File: config.mk
export PLATFORM = sky130hd
export DESIGN_NAME = store_merge_buf
export DESIGN_NICKNAME = d
export VERILOG_FILES = /design/src/rtl/store_buf_pkg.sv /design/src/rtl/st_lane_align.sv /design/src/rtl/store_merge_buf.sv
export SDC_FILE = /design/constraint.sdc
export NUM_CORES = 2
export LEC_CHECK = 0
export CAP_MARGIN = 20
export CELL_PAD_IN_SITES_DETAIL_PLACEMENT = 1
export CELL_PAD_IN_SITES_GLOBAL_PLACEMENT = 2
export CORE_MARGIN = 10
export CORE_UTILIZATION = 39
export DETAILED_ROUTE_END_ITERATION = 12
export GPL_TIMING_DRIVEN = 0
export PLACE_DENSITY_LB_ADDON = 0.08
export SYNTH_ARGS = -nofsm -noshare
export SYNTH_HDL_FRONTEND = slang
export SYNTH_SLANG_ARGS = --single-unit
File: constraint.sdc
create_clock -name clk -period 6.07 [get_ports clk]
set_input_delay 1.214 -clock clk [delete_from_list [all_inputs] [get_ports clk]]
set_output_delay 1.214 -clock clk [all_outputs]
set_load 0.02 [all_outputs]
File: src/rtl/store_buf_pkg.sv
// Shared definitions for the store merge buffer.
//   SZ_B/SZ_H/SZ_W/SZ_D : one-hot store size codes (1/2/4/8 bytes)
//   size_bytes()        : byte count for a size code, 0 when not one-hot
//   ptr_w()             : entry pointer width derived from the buffer depth
package store_buf_pkg;

    localparam logic [3:0] SZ_B = 4'b0001;
    localparam logic [3:0] SZ_H = 4'b0010;
    localparam logic [3:0] SZ_W = 4'b0100;
    localparam logic [3:0] SZ_D = 4'b1000;

    localparam int SB_DEPTH = 4;

    function automatic logic [3:0] size_bytes(input logic [3:0] size);
        case (size)
            SZ_B:    return 4'd1;
            SZ_H:    return 4'd2;
            SZ_W:    return 4'd4;
            SZ_D:    return 4'd8;
            default: return 4'd0;
        endcase
    endfunction

    function automatic int ptr_w(input int depth);
        return (depth > 1) ? $clog2(depth) : 1;
    endfunction

endpackage

File: src/rtl/st_lane_align.sv
// Store lane alignment (combinational).
// Ports:
//   offset  in  3   byte offset within the doubleword (st_addr[2:0])
//   size    in  4   one-hot size code
//   data    in  64  right-aligned store data
//   mask    out 8   byte-lane select, zero for illegal stores
//   data_al out 64  data shifted into its lanes, unselected bytes zeroed
//   illegal out 1   size not one-hot, or store crosses the doubleword
module st_lane_align
    import store_buf_pkg::*;
(
    input  logic [2:0]  offset,
    input  logic [3:0]  size,
    input  logic [63:0] data,
    output logic [7:0]  mask,
    output logic [63:0] data_al,
    output logic        illegal
);

    logic [3:0]  nbytes;
    logic [7:0]  base;
    logic [63:0] byte_en;

    always_comb begin
        nbytes = size_bytes(size);
        case (size)
            SZ_B:    base = 8'h01;
            SZ_H:    base = 8'h03;
            SZ_W:    base = 8'h0F;
            SZ_D:    base = 8'hFF;
            default: base = 8'h00;
        endcase
        // offset + bytes never exceeds 15, so a 4-bit sum is exact
        illegal = (nbytes == 4'd0) || (({1'b0, offset} + nbytes) > 4'd8);
        mask    = illegal ? 8'h00 : (base << offset);
        byte_en = '0;
        for (int i = 0; i < 8; i++) begin
            byte_en[8*i +: 8] = {8{mask[i]}};
        end
        data_al = (data << {offset, 3'b000}) & byte_en;
    end

endmodule

File: src/rtl/store_merge_buf.sv
// Write-combining store buffer.
// Accepts right-aligned stores, aligns them into doubleword lanes, merges a
// store into the youngest entry when it hits the same doubleword (never into
// the head, which may be on the wb port), and drains entries in FIFO order.
// Ports:
//   clk, rst_n                      clock, async active-low reset
//   st_valid/st_ready               store handshake
//   st_addr/st_size/st_data         store byte address, one-hot size, data
//   st_err                          pulse: previous accepted store was illegal
//   ld_addr/ld_conflict             load doubleword hits a pending entry
//   flush/flush_done                disable merging; flush & empty
//   wb_valid/wb_ready               drain handshake
//   wb_addr/wb_data/wb_bsel         head entry address, lane data, strobes
//   empty/full                      occupancy flags
module store_merge_buf
    import store_buf_pkg::*;
#(
    parameter int PA_W  = 64,
    parameter int DEPTH = SB_DEPTH
) (
    input  logic            clk,
    input  logic            rst_n,
    input  logic            st_valid,
    output logic            st_ready,
    input  logic [PA_W-1:0] st_addr,
    input  logic [3:0]      st_size,
    input  logic [63:0]     st_data,
    output logic            st_err,
    input  logic [PA_W-1:0] ld_addr,
    output logic            ld_conflict,
    input  logic            flush,
    output logic            flush_done,
    output logic            wb_valid,
    input  logic            wb_ready,
    output logic [PA_W-1:0] wb_addr,
    output logic [63:0]     wb_data,
    output logic [7:0]      wb_bsel,
    output logic            empty,
    output logic            full
);

    localparam int PTR_W = ptr_w(DEPTH);
    localparam int DW_W  = PA_W - 3;
    localparam logic [PTR_W:0] FULL_CNT = (PTR_W+1)'(DEPTH);
    localparam logic [PTR_W:0] ONE_CNT  = (PTR_W+1)'(1);

    logic [DEPTH-1:0] vld;
    logic [DW_W-1:0]  ent_dw   [DEPTH];
    logic [7:0]       ent_bsel [DEPTH];
    logic [63:0]      ent_data [DEPTH];

    logic [PTR_W-1:0] head, tail, young;
    logic [PTR_W:0]   count;

    logic [7:0]      mask;
    logic [63:0]     data_al;
    logic [63:0]     mask_bits;
    logic            illegal;
    logic [DW_W-1:0] st_dw;
    logic            merge_ok, st_fire, do_alloc, do_merge, wb_fire;

    st_lane_align u_align (
        .offset  (st_addr[2:0]),
        .size    (st_size),
        .data    (st_data),
        .mask    (mask),
        .data_al (data_al),
        .illegal (illegal)
    );

    assign st_dw = st_addr[PA_W-1:3];
    assign young = tail - 1'b1;
    assign empty = (count == '0);
    assign full  = (count == FULL_CNT);

    // With two or more entries the youngest cannot be the head
    assign merge_ok = st_valid && !illegal && !flush && (count > ONE_CNT)
                      && (ent_dw[young] == st_dw);

    assign st_ready = !full || merge_ok;
    assign st_fire  = st_valid && st_ready;
    assign do_merge = st_fire && merge_ok;
    assign do_alloc = st_fire && !illegal && !merge_ok;

    assign wb_valid = !empty;
    assign wb_fire  = wb_valid && wb_ready;
    assign wb_addr  = {ent_dw[head], 3'b000};
    assign wb_data  = ent_data[head];
    assign wb_bsel  = ent_bsel[head];

    assign flush_done = flush && empty;

    always_comb begin
        mask_bits = '0;
        for (int i = 0; i < 8; i++) begin
            mask_bits[8*i +: 8] = {8{mask[i]}};
        end
    end

    always_comb begin
        ld_conflict = 1'b0;
        for (int i = 0; i < DEPTH; i++) begin
            if (vld[i] && (ent_dw[i] == ld_addr[PA_W-1:3])) begin
                ld_conflict = 1'b1;
            end
        end
    end

    // Alloc writes tail, drain retires head; these only coincide when the
    // buffer is empty (no drain) or full (no alloc), so they never collide.
    always_ff @(posedge clk or negedge rst_n) begin
        if (!rst_n) begin
            vld    <= '0;
            head   <= '0;
            tail   <= '0;
            count  <= '0;
            st_err <= 1'b0;
            for (int i = 0; i < DEPTH; i++) begin
                ent_dw[i]   <= '0;
                ent_bsel[i] <= '0;
                ent_data[i] <= '0;
            end
        end else begin
            st_err <= st_fire && illegal;
            if (do_alloc) begin
                vld[tail]      <= 1'b1;
                ent_dw[tail]   <= st_dw;
                ent_bsel[tail] <= mask;
                ent_data[tail] <= data_al;
                tail           <= tail + 1'b1;
            end
            if (do_merge) begin
                ent_bsel[young] <= ent_bsel[young] | mask;
                ent_data[young] <= (ent_data[young] & ~mask_bits) | data_al;
            end
            if (wb_fire) begin
                vld[head] <= 1'b0;
                head      <= head + 1'b1;
            end
            case ({do_alloc, wb_fire})
                2'b10:   count <= count + 1'b1;
                2'b01:   count <= count - 1'b1;
                default: count <= count;
            endcase
        end
    end

endmodule

==> summary by stage <==
Status
The flow ran to the end, but the final reports show violations. The checks that failed: negative setup slack.

STA
The count of endpoints failing setup in the final report is 2. The max-slew violation count came to 0. In this run the tightest slew margin relative to its limit is 0.1718.

For this run, the top clock speed supported by timing is 162.3 MHz. The final critical-path setup slack is -0.09304 ns. Summed over all failing endpoints, the final setup total negative slack is -0.1358 ns. The minimum clock period after layout is 6.163 ns. The part of the cycle the worst path needs is 1.015. The actual transition at the worst max-transition pin is 1.242 ns.

Setup repair after global routing could not meet its margin everywhere. The count of endpoints failing hold in the final timing report is 0. Between clock sinks in the finished design, the worst skew comes to 0.02715 ns.

Drt
The detailed-routing iteration count for the pre-antenna-repair pass is 8. After detailed routing, the number of vias per cell comes to 6.894. The number of design rule violations left after detail routing is 0. The first-iteration detailed-routing DRC count is 4695.

The routed via count is 33776. The post-detailed-routing wire length is 198.8 mm. The detail-routed net length per standard cell is 40.59 um. The number of routed nets with antenna violations is 0.

Cells and area
The fill cell instance count of the final layout is 9629. The area added between synthesis and finish is 22.77%. Summing all multi-input logic gate instances after layout gives 20400 um2. The sequential cells in the finished layout cover a total of 13610 um2.

Of the cells placed in the final design, the portion with a size suffix greater than 1 is 0.2226. The net count reported at finish is 3892. After routing the design area is 43400 um2.

Die
The number of I/O pins is 344. The floorplan step set the die height to 321.1 um. The starting density of the core is 0.3927. The floorplan step defined a die boundary enclosing 103100 um2. Measured along the x axis, the die boundary spans 321.1 um. The region available for standard cell placement spans 90010 um2.

The floorplan has 110 rows.

Critical path
The data arrival time of the worst path is 4.95 ns. The critical path is of the in2out type. The sort of element at the start of the critical path is an input port. The type of element capturing the critical path is an output pin.

The worst endpoint required time is 4.86 ns. The top fanout value on the critical path is 4.

Global route
Entering global routing, the biggest net connects 115 pins. The initial antenna violation count is 13. The overall routing resource usage is 0.3758. Summed over all layers, the global routing overflow is 0. The first global-routing pass estimated 275.7 mm of wire.

The number of global-route vias before repair is 34003.

Synth
For this run, the number of Yosys warnings is 0. After synthesis the cells add up to 35350 um2. The commonest cells after synthesis are sky130_fd_sc_hd__dfrtp_1, sky130_fd_sc_hd__nand2_1, sky130_fd_sc_hd__a21oi_1, sky130_fd_sc_hd__mux4_2, sky130_fd_sc_hd__a22oi_1. sky130_fd_sc_hd__dfrtp_1 takes more of the synthesized area than any other cell. Of the post-synthesis cell area, the dominant cell type holds 0.3851. The post-synthesis async set-or-reset flop share is 1.000. For this run, the register share of the synthesized area comes to 0.3851.

Counting flops and latches in the post-synthesis netlist gives 544. Synthesis handed over a netlist of 3234 instances. Ranked by total cell area, the synthesized netlist is headed by sky130_fd_sc_hd__dfrtp_1, sky130_fd_sc_hd__mux4_2, sky130_fd_sc_hd__mux2_2, sky130_fd_sc_hd__a22oi_1, sky130_fd_sc_hd__a21oi_1. The most used flip-flop cell after synthesis is sky130_fd_sc_hd__dfrtp_1. After synthesis, the netlist uses 76 different library cells. The most frequent cell after synthesis is sky130_fd_sc_hd__dfrtp_1. The count of flip-flops with a built-in enable after synthesis is 0.

The synthesized area per cell is 10.93 um2.

Clocking
After clock tree synthesis, the flow added hold-fix buffers numbering 0. The CTS tree is done. The clock sink count is 544. Clock latency on the worst-skew pair, taken at its later pin, is 0.67 ns. The root buffer cell is sky130_fd_sc_hd__clkbuf_16. In this run the number of H-tree levels came out at 3. After clock tree synthesis, the clock-pin slew on the worst setup and hold paths is 0.06 ns.

Counting along the longest clock path gives a buffer depth of 3. The clock buffer count from CTS is 71.

Flow run
The max-cap violation count is 0.

Placed design
The count of port buffers added during placement is 319. At the placement stage, the worst setup path has a slack of -3.160 ns. Once placement finished, the instance area stood at 40380 um2.

The final weighted congestion in routability-driven placement is 0.9954. The wire-length estimate of the detail-placed layout is 151.8 mm.

Min path
The min-delay analysis places its worst path in the category in2async.

Pwr
The ratio of total power to cell area is 507.9 nW/um2. The leakage power is 18.47 nW. IR analysis of the VDD net gives a maximum drop of 0.3649 mV.
[placed cells by master (no fill, tap or decap), types with 18 or more instances in the layout]
cell                              instances
sky130_fd_sc_hd__buf_6                   18
sky130_fd_sc_hd__mux2_2                 216
sky130_fd_sc_hd__a221o_1                 21
sky130_fd_sc_hd__nand2_1                320
sky130_fd_sc_hd__nor4_1                  45
sky130_fd_sc_hd__xnor2_1                 97
sky130_fd_sc_hd__clkdlybuf4s50_1        317
sky130_fd_sc_hd__buf_2                  114
sky130_fd_sc_hd__clkbuf_1               107
sky130_fd_sc_hd__mux4_2                 248
sky130_fd_sc_hd__o21ai_0                 80
sky130_fd_sc_hd__dfrtp_1                544
sky130_fd_sc_hd__clkbuf_8                18
sky130_fd_sc_hd__inv_1                   63
sky130_fd_sc_hd__buf_4                   32
sky130_fd_sc_hd__o22ai_1                 18
sky130_fd_sc_hd__buf_1                   24
sky130_fd_sc_hd__nand4_1                 40
sky130_fd_sc_hd__nor2_1                 127
sky130_fd_sc_hd__a31oi_1                 28
sky130_fd_sc_hd__a21oi_1                297
sky130_fd_sc_hd__and2_1                  20
sky130_fd_sc_hd__xor2_1                 142
sky130_fd_sc_hd__a2bb2oi_1               20
sky130_fd_sc_hd__clkbuf_16               75
sky130_fd_sc_hd__mux2i_1                116
sky130_fd_sc_hd__a211oi_1                37
sky130_fd_sc_hd__nand3_1                 29
sky130_fd_sc_hd__a22oi_1                217
[cells by family (layout without fill, tap and decap cells)]
family                   count (synthesis)  count (layout)  synth area share
AO/OA/AOI/OAI                          830             830            0.1542
XOR/XNOR                               249             249           0.06169
adder cells (fa/ha/maj)                 18              18          0.006583
buffers and inverters                  344             828           0.04580
flip-flops                             544             544            0.3851
multiplexers                           581             581            0.2599
other                                    1               6         0.0001061
AND/OR/NAND/NOR                        667             667           0.08654
[worst paths after layout]
check	endpoint	startpoint	slack [ns]	cells after the start
setup / recovery	ld_conflict	ld_addr[40]	-0.09	7
hold / removal	ent_dw[229]	rst_n	0.47	1
setup reg to reg	ent_data[79]	tail[0]	0.33	20
hold reg to reg	ent_data[78]	ent_data[78]	0.52	1
max in group asynchronous	ent_data[106]	rst_n	4.00	3
min in group clk	ent_data[78]	ent_data[78]	0.52	1
[per-stage QoR]
stage | power (mW) | hold WS, ns | util | cells
CTS | 21.55 | 0.4569 | 0.4798 | 4883
finish | 22.04 | 0.4668 | 0.4822 | 4899
global route | 22.46 | 0.4740 | 0.4821 | 4896
floorplan | 11.39 | 0.4683 | - | 3236
detailed placement | 16.71 | 0.5069 | 0.4486 | 4749
global placement | 16.38 | 0.4880 | 0.4446 | 4731
[power by group]
group / internal (mW) / switching [mW]
sequential: 4.54 / 1.33
combinational: 4.87 / 6.94
clock: 2.55 / 1.82
[state kept, by name, summed over array words and instances, names as in the netlist]
register / cells
count: 3
ent_bsel: 32
ent_data: 256
ent_dw: 244
head: 2
st_err: 1
tail: 2
vld: 4
[repair_timing]
| action | 4_1_cts | 5_1_grt |
|---|---|---|
| hold endpoints to repair | 0 | 0 |
| endpoints found under the setup margin | 543 | 21 |
| buffers inserted | 14 | 8 |
| pin swaps | 8 | 9 |
| resized for setup | 79 | 14 |
[per-layer routing]
metal,routed length [um],track usage,up-vias
met4,6608,0.1098,8
li1,-,-,13085
met3,23850,0.1158,396
met5,47,0,-
met2,84630,0.5427,2246
met1,83700,0.5352,18041
[critical path, stage by stage]
cell and delay, ns:
sky130_fd_sc_hd__clkdlybuf4s50_1 0.62, sky130_fd_sc_hd__xor2_1 0.24, sky130_fd_sc_hd__nor4_1 0.78, sky130_fd_sc_hd__nand4_1 0.51, sky130_fd_sc_hd__nor3_1 0.59, sky130_fd_sc_hd__or4_1 0.34
sky130_fd_sc_hd__clkdlybuf4s50_1 0.65
[layout make-up]
| cell class | instances | area share |
|---|---|---|
| Multi-Input combinational cell | 2348 | 0.4699 |
| Sequential cell | 544 | 0.3137 |
| Timing Repair Buffer | 365 | 0.08836 |
| Clock buffer | 105 | 0.04999 |
| Buffer | 278 | 0.03477 |
| Tap cell | 1176 | 0.03390 |
| Inverter | 65 | 0.005910 |
| Clock inverter | 15 | 0.003287 |
| Antenna cell | 3 | 0.0001730 |
(Power assumes the default switching activity.)
